--- src/rtl/alu_operand_stage.sv ---
// Issue stage in front of the KGP-RISC ALU: register file, operand read with write-back bypass,
// registered valid/ready operand output and flag register. KGP_OPSTAGE_SCOREBOARD_EN adds hazard stalling.
module alu_operand_stage #(
  parameter int SIZE = 32,
  parameter int NREG = 32,
  parameter int AW   = 5
) (
  input  logic            clk,
  input  logic            rst,
  input  logic            in_valid,
  output logic            in_ready,
  input  logic [AW-1:0]   rs_addr,
  input  logic [AW-1:0]   rt_addr,
  input  logic [SIZE-1:0] imm,
  input  logic            use_imm,
  input  logic [4:0]      dec_shamt,
  input  logic [3:0]      dec_control,
`ifdef KGP_OPSTAGE_SCOREBOARD_EN
  input  logic [AW-1:0]   dst_addr,
  input  logic            dst_en,
`endif
  input  logic            wb_en,
  input  logic [AW-1:0]   wb_addr,
  input  logic [SIZE-1:0] wb_data,
  input  logic [2:0]      alu_flag,
  input  logic            flag_we,
  output logic            out_valid,
  input  logic            out_ready,
  output logic [SIZE-1:0] in1,
  output logic [SIZE-1:0] in2,
  output logic [4:0]      shamt,
  output logic [3:0]      control,
  output logic [2:0]      flags
);

  logic [SIZE-1:0] regs_reg [NREG];
  logic            out_valid_reg;
  logic [SIZE-1:0] in1_reg, in2_reg;
  logic [4:0]      shamt_reg;
  logic [3:0]      control_reg;
  logic [2:0]      flags_reg;
  logic [SIZE-1:0] rs_data, rt_data;
  logic            hazard;
  logic            accept;

  // Register file is flop-based because reset must clear every entry.
  genvar gi;
  generate
    for (gi = 0; gi < NREG; gi++) begin : g_regs
      if (gi == 0) begin : g_zero
        always_ff @(posedge clk) regs_reg[gi] <= '0;
      end else begin : g_rw
        always_ff @(posedge clk) begin
          if (rst)
            regs_reg[gi] <= '0;
          else if (wb_en && wb_addr == AW'(gi))
            regs_reg[gi] <= wb_data;
        end
      end
    end
  endgenerate

  // Write-through bypass so an operand read in the write-back cycle sees the new value.
  always_comb begin
    rs_data = regs_reg[rs_addr];
    rt_data = regs_reg[rt_addr];
    if (wb_en && wb_addr == rs_addr) rs_data = wb_data;
    if (wb_en && wb_addr == rt_addr) rt_data = wb_data;
    if (rs_addr == '0) rs_data = '0;
    if (rt_addr == '0) rt_data = '0;
  end

`ifdef KGP_OPSTAGE_SCOREBOARD_EN
  logic [NREG-1:0] pending_reg, pending_next;
  logic            rs_hz, rt_hz;

  always_comb begin
    rs_hz  = (rs_addr != '0) && pending_reg[rs_addr] && !(wb_en && wb_addr == rs_addr);
    rt_hz  = !use_imm && (rt_addr != '0) && pending_reg[rt_addr] && !(wb_en && wb_addr == rt_addr);
    hazard = rs_hz || rt_hz;
  end

  // A new reservation wins over a same-cycle write-back clearing the same register.
  always_comb begin
    pending_next = pending_reg;
    if (wb_en) pending_next[wb_addr] = 1'b0;
    if (accept && dst_en && dst_addr != '0) pending_next[dst_addr] = 1'b1;
  end

  always_ff @(posedge clk) begin
    if (rst) pending_reg <= '0;
    else     pending_reg <= pending_next;
  end
`else
  always_comb hazard = 1'b0;
`endif

  assign in_ready = (!out_valid_reg || out_ready) && !hazard;
  assign accept   = in_valid && in_ready;

  always_ff @(posedge clk) begin
    if (rst) begin
      out_valid_reg <= 1'b0;
      in1_reg       <= '0;
      in2_reg       <= '0;
      shamt_reg     <= '0;
      control_reg   <= '0;
    end else if (accept) begin
      out_valid_reg <= 1'b1;
      in1_reg       <= rs_data;
      in2_reg       <= use_imm ? imm : rt_data;
      shamt_reg     <= dec_shamt;
      control_reg   <= dec_control;
    end else if (out_ready) begin
      out_valid_reg <= 1'b0;
    end
  end

  always_ff @(posedge clk) begin
    if (rst)          flags_reg <= '0;
    else if (flag_we) flags_reg <= alu_flag;
  end

  assign out_valid = out_valid_reg;
  assign in1       = in1_reg;
  assign in2       = in2_reg;
  assign shamt     = shamt_reg;
  assign control   = control_reg;
  assign flags     = flags_reg;

endmodule

--- config.mk ---
export PLATFORM = sky130hd
export DESIGN_NAME = alu_operand_stage
export DESIGN_NICKNAME = d
export VERILOG_FILES = /design/src/rtl/alu_operand_stage.sv
export SDC_FILE = /design/constraint.sdc
export NUM_CORES = 2
export LEC_CHECK = 0
export ABC_CLOCK_PERIOD_IN_PS = 12700
export BUFFER_PORTS_ARGS = -buffer_cell sky130_fd_sc_hd__buf_2
export CAP_MARGIN = 20
export CORE_ASPECT_RATIO = 0.75
export CORE_MARGIN = 8
export CORE_UTILIZATION = 30
export CTS_CLUSTER_SIZE = 30
export DETAILED_ROUTE_END_ITERATION = 8
export HOLD_SLACK_MARGIN = 0.02
export PLACE_DENSITY = 0.49
export SETUP_SLACK_MARGIN = 0.5
export SYNTH_ARGS = -nofsm -noshare
export SYNTH_HDL_FRONTEND = slang
export SYNTH_SLANG_ARGS = --single-unit
--- constraint.sdc ---
create_clock -name clk -period 12.7 [get_ports clk]
set_clock_uncertainty 0.15 [all_clocks]
set_input_delay 3.81 -clock clk [delete_from_list [all_inputs] [get_ports clk]]
set_output_delay 3.81 -clock clk [all_outputs]
set_load 0.05 [all_outputs]
==> metrics.yaml <==
sta:
  tightest_slew_ns: 1.13
  maxSlewHeadroom: 0.234
  hold_viol: 0
  fmax_mhz: 117
  tns_ns: 0
  rsz0062_at_grt: "false"
  drv_slew: 0
  finalCritPeriodShare: 0.674
  setup_violations: 0
  timing.final.ws_setup_ns: 4.13
  finalCriticalPeriod_ns: 8.57
cts:
  cts_resized: 0
  cts_sinks: 1069
  clkTransAtPathRegs_ns: 0.07
  cts_root_buf: "clkbuf_16"
  clock_path_buffers: 3
  cts_setup_buffers: 0
  cts_tree: "yes"
  postCtsHoldBufs: 0
  clk_latency_ns: 0.73
  htree_levels: 3
  cts_buffers: 107
die:
  die_w_um: 521
  core_mm2: 0.191
  num_rows: 139
  die_y_um: 395
  io_pins: 176
  die_area_mm2: 0.206
  initial_core_util: 0.301
worst_setup_path:
  rr_worst_depth: 7
  regToRegSetupSlack_ns: 9.53
  worstSetupPathType: "in -> out"
  cp-start-kind: "input port"
  cp_max_fo: 6
  cp.arrival_ns: 4.61
  crit_path_end_kind: "output pin"
  worstPathRequired_ns: 8.74
drt:
  routed-via-count: 39200
  wire_per_inst_um: 33.3
  final_antenna_net_count: 0
  first_pass_iters: 5
  post-route-drc-count: 0
  routed_wl_mm: 229
  drtIter0Drc: 5227
  vias_per_cell: 5.71
global_routing:
  grt_pass1_wl_mm: 314
  first_global_vias: 38100
  track_usage: 0.214
  grt_max_degree: 109
  antenna_found_initial: 35
  grt.overflow.total: 0
yosys:
  synth_edf_count: 992
  synthFlopType: "edfxtp_1"
  postSynthCellCount: 4272
  synth.distinct_cells: 62
  synth.cell_area_mm2: 0.0575
  synth_fa_ha_area_frac: 0
  yosys.area_share.simple: 0.143
  synthMuxAreaShare: 0.195
  synth-compound-area-share: 0.0759
  synth_seq_cells: 1069
  syn_nets: 4370
  yosys.area_share.xor_xnor: 0.00152
  avgSynthCellArea_um2: 13.5
  async_flop_share: 0
  synth_top_family_by_area: "multiplexers"
  yosys_warnings: 0
  yosysSeqAreaShare: 0.545
min_path:
  hold_depth: 2
  hp-class: "reg -> reg"
finish:
  drive_gt1_frac: 0.238
  fin_util: 0.337
  num-fill-cells: 18600
  ff_latch_area_mm2: 0.0313
  nNetsFinal: 4324
  areaGrowthSynthToFinish_pct: 12.0
  multi_input_area_mm2: 0.0245
  largest_reg_flops: 992
power:
  clkPwrFrac: 0.377
  leakagePower_nw: 22.2
  powerDensity_mw_per_mm2: 132
  power_frac_comb: 0.133
  p_switching_mw: 2.34
  pwr-share-seq: 0.490
  p_sw_frac: 0.275
  max-vdd-ir-drop_mv: 0.114
  p_int_mw: 6.17
  finalPower_mw: 8.51
placed_design:
  pre_cts_ws_ns: 4.09
  gp_congestion: 0.813
  dp_hpwl_mm: 137
  port_buffers: 175
run:
  cap_violations: 0
outcome:
  outcome: "finished clean"
[cell usage in the layout (no fill, tap or decap), types with 90 or more instances in the layout]
master and count:
and2_1 993, edfxtp_1 992, mux4_2 288, mux2i_1 215, mux2_2 176, buf_2 167
nand2_1 139, buf_4 123, clkbuf_16 109, nor2_1 93, a22oi_1 90
[logic make-up (layout without fill, tap and decap cells)]
logic type             Yosys count  in the layout
AND/OR/NAND/NOR               1426           1426
flip-flops                    1069           1069
multiplexers                   702            702
AO/OA/AOI/OAI                  605            605
buffers and inverters          460            509
XOR/XNOR                        10             10
other                            0             11
[cells in the mapped netlist, types with 24 or more instances]
master / instances / share of area
clkbuf_1: 273 / 0.018
nand2_1: 143 / 0.0093
buf_4: 35 / 0.0046
mux2_2: 176 / 0.034
a22oi_1: 90 / 0.012
a211oi_1: 54 / 0.0071
o21ai_0: 114 / 0.0099
nor2_1: 126 / 0.0082
o311ai_0: 32 / 0.0049
mux2i_1: 215 / 0.037
o22ai_1: 86 / 0.0094
and2_1: 994 / 0.11
nor3_1: 44 / 0.0038
nand3_1: 42 / 0.0037
edfxtp_1: 992 / 0.52
nor2b_1: 24 / 0.0026
dfxtp_1: 77 / 0.027
a221oi_1: 48 / 0.0073
a21oi_1: 70 / 0.0061
mux4_2: 288 / 0.11
buf_2: 99 / 0.0086
[area by class of cell]
class / count / area share
Inverter: 5 / 0.000369
Tap cell: 2538 / 0.0493
Antenna cell: 11 / 0.000427
Sequential cell: 1069 / 0.486
Timing Repair Buffer: 300 / 0.0301
Clock inverter: 50 / 0.00596
Clock buffer: 154 / 0.0467
Multi-Input combinational cell: 2743 / 0.381
[worst max-delay path, cell delays in order]
cell	delay [ns]
buf_2	0.07
nand2b_1	0.37
buf_2	0.35
[per-stage QoR]
stage | instance area (µm²) | hold slack, ns | cells
floorplan | 57500 | 0.522 | 4272
global placement | 60900 | 0.292 | 6653
detailed placement | 61000 | 0.297 | 6655
CTS | 64400 | 0.306 | 6859
global route | 64400 | 0.330 | 6863
finish | 64400 | 0.303 | 6870
[metal layers]
layer  up-vias  routed length (µm)  GRT usage  part of all wire
li1      16200                   -          -                 -
met1     20500              102000      0.316              0.45
met2      2177               98600      0.319              0.43
met3       329               21300     0.0440             0.093
met4         6                6390     0.0551             0.028
met5         -                  34          0           0.00015
[final timing paths]
check                                              to                    from
worst min-delay path            shamt[2]$_SDFFE_PP0P_   shamt[2]$_SDFFE_PP0P_
worst max-delay path                         in_ready               out_ready
worst min register to register  shamt[2]$_SDFFE_PP0P_   shamt[2]$_SDFFE_PP0P_
worst max register to register   in2[22]$_SDFFE_PP0P_  out_valid$_SDFFE_PP0P_
[power by group through the flow]
stage / combinational (mW) / clock (mW) / sequential [mW]
2_1_floorplan: 0.641 / 0 / 4.27
3_3_place_gp: 1.12 / 0 / 4.23
3_5_place_dp: 1.12 / 0 / 4.24
4_1_cts: 1.13 / 3.24 / 4.16
5_1_grt: 1.18 / 3.37 / 4.19
6_report: 1.13 / 3.21 / 4.17
(Power assumes the default switching activity.)
